--- config.mk ---
export PLATFORM = sky130hd
export DESIGN_NAME = clock_divider
export DESIGN_NICKNAME = d
export VERILOG_FILES = /design/src/rtl/clock_divider.sv
export SDC_FILE = /design/constraint.sdc
export NUM_CORES = 1
export LEC_CHECK = 0
export BUFFER_PORTS_ARGS = -buffer_cell sky130_fd_sc_hd__buf_4
export CORE_ASPECT_RATIO = 2
export CORE_UTILIZATION = 45
export CTS_BUF_LIST = sky130_fd_sc_hd__clkbuf_4 sky130_fd_sc_hd__clkbuf_8
export DETAILED_ROUTE_END_ITERATION = 7
export GPL_TIMING_DRIVEN = 0
export SETUP_SLACK_MARGIN = 0.3
export SKIP_CTS_REPAIR_TIMING = 1
export SYNTH_ARGS = -nofsm -noshare
export SYNTH_HDL_FRONTEND = slang
export SYNTH_SLANG_ARGS = --single-unit
--- constraint.sdc ---
create_clock -name CLK_50MHz -period 2.1 [get_ports CLK_50MHz]
set_input_delay 0.315 -clock CLK_50MHz [delete_from_list [all_inputs] [get_ports CLK_50MHz]]
set_output_delay 0.315 -clock CLK_50MHz [all_outputs]
set_load 0.03 [all_outputs]
--- src/rtl/clock_divider.sv ---
// Divides the board clock into two registered 50%-duty clocks. The slow
// output advances only on fast toggle events, so its edges align with fast edges.
module clock_divider #(
  parameter int CLK_FREQ_HZ = 50000000,
  parameter int FAST_HZ     = 100,
  parameter int SLOW_HZ     = 1
) (
  input  logic CLK_50MHz,
  input  logic rst_n,
  output logic CLK_100Hz,
  output logic CLK_1Hz
);

  localparam int HALF_FAST = CLK_FREQ_HZ / (2 * FAST_HZ);
  localparam int RATIO     = FAST_HZ / SLOW_HZ;
  localparam int FW        = (HALF_FAST > 1) ? $clog2(HALF_FAST) : 1;
  localparam int SW        = (RATIO > 1) ? $clog2(RATIO) : 1;
  localparam logic [FW-1:0] FAST_TC = FW'(HALF_FAST - 1);
  localparam logic [SW-1:0] SLOW_TC = SW'(RATIO - 1);

  logic [FW-1:0] fcnt;
  logic [SW-1:0] scnt;
  logic          fast_tc;
  logic          slow_tc;

  assign fast_tc = (fcnt == FAST_TC);
  assign slow_tc = (scnt == SLOW_TC);

  // rst_n is active-high despite its name; it overrides all counting.
  always_ff @(posedge CLK_50MHz) begin
    if (rst_n) begin
      fcnt      <= '0;
      scnt      <= '0;
      CLK_100Hz <= 1'b0;
      CLK_1Hz   <= 1'b0;
    end else if (fast_tc) begin
      fcnt      <= '0;
      CLK_100Hz <= ~CLK_100Hz;
      if (slow_tc) begin
        scnt    <= '0;
        CLK_1Hz <= ~CLK_1Hz;
      end else begin
        scnt <= scnt + SW'(1);
      end
    end else begin
      fcnt <= fcnt + FW'(1);
    end
  end

endmodule

# Word level (Yosys, flattened, before mapping)
# Cells that the tools add are included.
[totals]
ff_bits = 27
in_bits = 2
out_inout_bits = 2
word_cells = 13
[classes]
addsub = 2
n_eq_ne = 2
n_mux = 1
bitwise_logic = 2
n_reduce_logical = 2
[op_table]
columns = ["cell", "count"]
rows = [
  ["adder 18 x 1 -> 18 bit, second input constant", 1],
  ["== test 18 bit, second input constant", 1],
  ["adder 7 x 1 -> 7 bit, second input constant", 1],
  ["== test 7 bit, second input constant", 1],
  ["two-way mux 7 bit", 1],
  ["NOT 1 bit", 2],
  ["AND reduction 2 bit", 1],
  ["OR reduction 2 bit", 1],
]

# Depth between registers and ports, before layout
[depth]
word_depth = 2
ltp_mapped = 7
mapped_depth_nobuf = 5

# Worst setup path after synthesis
# No wires, ideal clock.
[synth_path]
kind = "register to register"
from = "register fcnt[0]"
to = "register scnt[3]"
setup_time_ps = 123
arrival_time_ps = 1726
t_required_ps = 1977
slack_ps = 251
path_stages_with_launch = 7
n_path_buf = 1
period_less_slack_ps = 1849
path_cell_list = "dfxtp_1 ha_1 nand3_2 or3_1 buf_6 nor4_4 mux2_1"
[synth_between]
elab_chain_len = 1
[synth_lines]
columns = ["element", "line_no", "source"]
rows = [
  ["from (decl)", "21", "logic [FW-1:0] fcnt;"],
  ["from (signal assigned)", "46", "fcnt <= fcnt + FW'(1);"],
  ["== test 18 bit", "26", "assign fast_tc = (fcnt == FAST_TC);"],
  ["to (signal assigned)", "43", "scnt <= scnt + SW'(1);"],
  ["to (decl)", "22", "logic [SW-1:0] scnt;"],
]
# Every way passes these cells.
# A chain may end at the register's enable or synchronous reset.

# Worst setup path in the final report
[layout_path]
from = "register fcnt[14]"
to = "register CLK_1Hz"
[layout_between]
elab_chain_len = 2
[layout_lines]
columns = ["element", "line_no", "source"]
rows = [
  ["== test 18 bit", "26", ""],
  ["AND reduction 2 bit (no source line)", "-", ""],
  ["to (signal assigned)", "41", "CLK_1Hz <= ~CLK_1Hz;"],
  ["to (decl)", "11", "output logic CLK_1Hz"],
]
# Every way passes these cells.

==> results.sh <==
export IMPL_critPathLaunch="fcnt[14]"
export IMPL_avgRoutedWirePerCell_um=14.3
export IMPL_timing_final_crit_share_pct=82.9
export IMPL_cp_max_fo=8
export IMPL_endpoint="CLK_1Hz"
export IMPL_drc=0
export IMPL_synthXorXnorAreaFrac_pct=6.00
export IMPL_synthAdderAreaFrac_pct=1.90
export IMPL_wl_met1_mm=1.06
export IMPL_area_growth_synth_to_final_pct=13.6
export IMPL_root_buffer="clkbuf_8"
export IMPL_cts_tree="built"
export IMPL_drive_gt1_share_pct=17.7
export IMPL_hold_viol_final=0
export IMPL_initial_utilization_pct=47.4
export IMPL_cts_htree_levels=1
export IMPL_r2r_start="fcnt[14]"
export IMPL_yosysSeqAreaShare_pct=41.1
export IMPL_dr_pass1_iters=4
export IMPL_synth_compound_area_share_pct=13.2
export IMPL_drv_cap=0
export IMPL_finClkSkew_ns=0.00324
export IMPL_yosysWarnings=0
export IMPL_dp_cells=183
export IMPL_antenna_found_initial=0
export IMPL_clock_latency_ns=0.27
export IMPL_worstRegToRegCells=5
export IMPL_place_congestion=0.729
export IMPL_num_nets_final=163
export IMPL_vias=1108
export IMPL_dieArea_um2=3150
export IMPL_fp_coreArea_um2=2770
export IMPL_rsz0062_at_grt="true"
export IMPL_io_pins=4
export IMPL_critPathKind="reg -> reg"
export IMPL_synth_cell_types=38
export IMPL_avgSynthCellArea_um2=8.70
export IMPL_powerDensity_nw_per_um2=576
export IMPL_syn_area_um2=1310
export IMPL_numClockSinks=27
export IMPL_drtIter0Drc=10
export IMPL_num_rows=27
export IMPL_fin_tns_setup_ns=0
export IMPL_synth_simple_area_share_pct=31.4
export IMPL_worstReg2RegEnd="CLK_1Hz"
export IMPL_numCtsBuffers=3
export IMPL_wl_met3_um=30
export IMPL_final_cells=187
export IMPL_grt_pass1_vias=978
export IMPL_crit_path_end_kind="flip-flop"
export IMPL_ant_nets=0
export IMPL_n_antenna_cell=0
export IMPL_synth_area_mux_share_pct=2.57
export IMPL_final_min_clock_period_ns=1.74
export IMPL_grt_first_pass_wirelength_mm=4.23
export IMPL_syn_instance_count=151
export IMPL_dr_wl_met2_mm=1.54
export IMPL_path_clk_slew_ns=0.09
export IMPL_dp_hpwl_mm=1.99
export IMPL_worst_ep_required_time_ns=2.27
export IMPL_max_vdd_ir_drop_mv=0.486
export IMPL_slew_headroom_pct=69.1
export IMPL_max_clock_freq_mhz=574
export IMPL_cp_arrival_ns=1.91
export IMPL_die_w_um=40.2
export IMPL_syn_nets=155
export IMPL_outcome="completed"
export IMPL_clock_path_buffers=2
export IMPL_p_leak_nw=0.526
export IMPL_worst_slew_pin_slew_ns=0.464
export IMPL_place_area_um2=1380
export IMPL_track_usage_pct=18.7
export IMPL_gr_total_overflow=0
export IMPL_final_area_um2=1490
export IMPL_hold_path_cell_count=3
export IMPL_top_layer_used="met4"
export IMPL_hp_class="in -> reg"
export IMPL_wirelength_mm=2.67
export IMPL_drv_slew=0
export IMPL_vias_per_cell=5.93
export IMPL_utilization_pct=53.9
export IMPL_numPortBuffers=3
export IMPL_start_kind="flip-flop"
export IMPL_die_h_um=78.4
export IMPL_r2r_slack_ns=0.36
export IMPL_synth_seq_cells=27
export IMPL_grt_max_degree=15
export IMPL_synth_top_family_by_area="simple AND/OR/NAND/NOR gates"
export IMPL_final_setup_viol_count=0
==> logic make-up after synthesis <==
logic type	after synthesis
xor gates and xnor gates	9
buffers and inverters	9
DFF	27
adders and majority gates	2
and+or+nand+nor	72
AOI/OAI and AO/OA	29
muxes	3
==> state kept, by name, summed over array words and instances, names as in the netlist <==
register / flops
scnt: 7
fcnt: 18
CLK_1Hz: 1
CLK_100Hz: 1
==> critical path, cell delays in order (launching register included) <==
cell	delay (ns)
dfxtp_1	0.39
nand3_1	0.18
or3_4	0.40
buf_6	0.15
nor3_2	0.20
mux2_4	0.32
==> layout make-up <==
| cell class | instances | area, um2 |
|---|---|---|
| plain buffers | 6 | 37.5 |
| clock buffers | 4 | 48.8 |
| fillers | 263 | 1280 |
| inverters | 3 | 11.3 |
| multi-input cells | 115 | 788 |
| flip-flops and latches | 27 | 548 |
| well taps | 29 | 36.3 |
| repair buffers | 3 | 22.5 |
==> power by group <==
part           switching [mW]  leakage (nW)  internal, mW
clock network           0.160        0.0262         0.149
logic                  0.0156         0.280        0.0112
registers             0.00695         0.220         0.517
total                   0.183         0.526         0.677
==> how the worst min path moves through the flow <==
stage                       start  endpoint  slack [ns]
after floorplan           fcnt[0]   fcnt[0]        0.41
final                       rst_n   scnt[4]        0.41
after global placement    fcnt[0]   fcnt[0]        0.42
after global routing        rst_n   scnt[4]        0.45
after CTS                   rst_n   scnt[4]        0.41
after detailed placement  fcnt[0]   fcnt[0]        0.42
==> cell usage after synthesis <==
library cell  number  share of area (%)
nand2_1           11                3.1
nor2b_1            3                1.4
and3_1             1               0.48
inv_1              3               0.86
buf_4              1               0.57
buf_2              3                1.1
xor2_1             5                3.3
nand3_2            1               0.76
a21oi_1           10                3.8
o31ai_1            3                1.7
and2_0             1               0.48
xnor2_1            4                2.7
or2_1              1               0.48
nand4b_1           2                1.3
ha_1               2                1.9
a41o_1             1               0.76
or4_1              3                1.7
a31oi_1            2               0.95
nand4_1            2               0.95
nor3_1             4                1.5
nor4b_1            1               0.67
nor4_4             1                1.6
or3_1              6                2.9
nor4_1             2               0.95
buf_6              1               0.86
and4_1             1               0.67
a311oi_1           3                2.0
and4_2             1               0.76
o21ai_0            9                3.4
clkbuf_1           1               0.29
and2_1             2               0.95
nand3b_1           1               0.57
nand4_4            1                1.6
dfxtp_1           27                 41
nor2_1            19                5.4
mux2_1             3                2.6
nand3_1            8                3.0
a21o_1             1               0.57
==> per-stage QoR <==
stage | hold slack, ns | power (mW) | worst slack [ns]
4_1_cts | 0.410 | 0.871 | 0.121
3_3_place_gp | 0.416 | 0.560 | 0.151
2_1_floorplan | 0.408 | 0.552 | 0.348
3_5_place_dp | 0.421 | 0.560 | 0.131
5_1_grt | 0.447 | 0.888 | 0.288
6_report | 0.415 | 0.860 | 0.358
==> cells in the final DEF, fill, tap and decap left out, types with 4 or more instances in the layout <==
| cell type | count |
|---|---|
| dfxtp_1 | 23 |
| a21oi_1 | 10 |
| o21ai_0 | 9 |
| buf_4 | 4 |
| xor2_1 | 5 |
| nand3_1 | 8 |
| or3_1 | 5 |
| nand2_1 | 11 |
| xnor2_1 | 4 |
| nor2_1 | 19 |
==> routing by layer <==
layer  GRT usage (%)  vias to the layer above
li1                -                      563
met1            19.1                      533
met2            35.0                        8
met3            1.69                        4
met4            7.00                        0
met5               0                        -
Note: power is estimated with default switching activity, not from simulation.
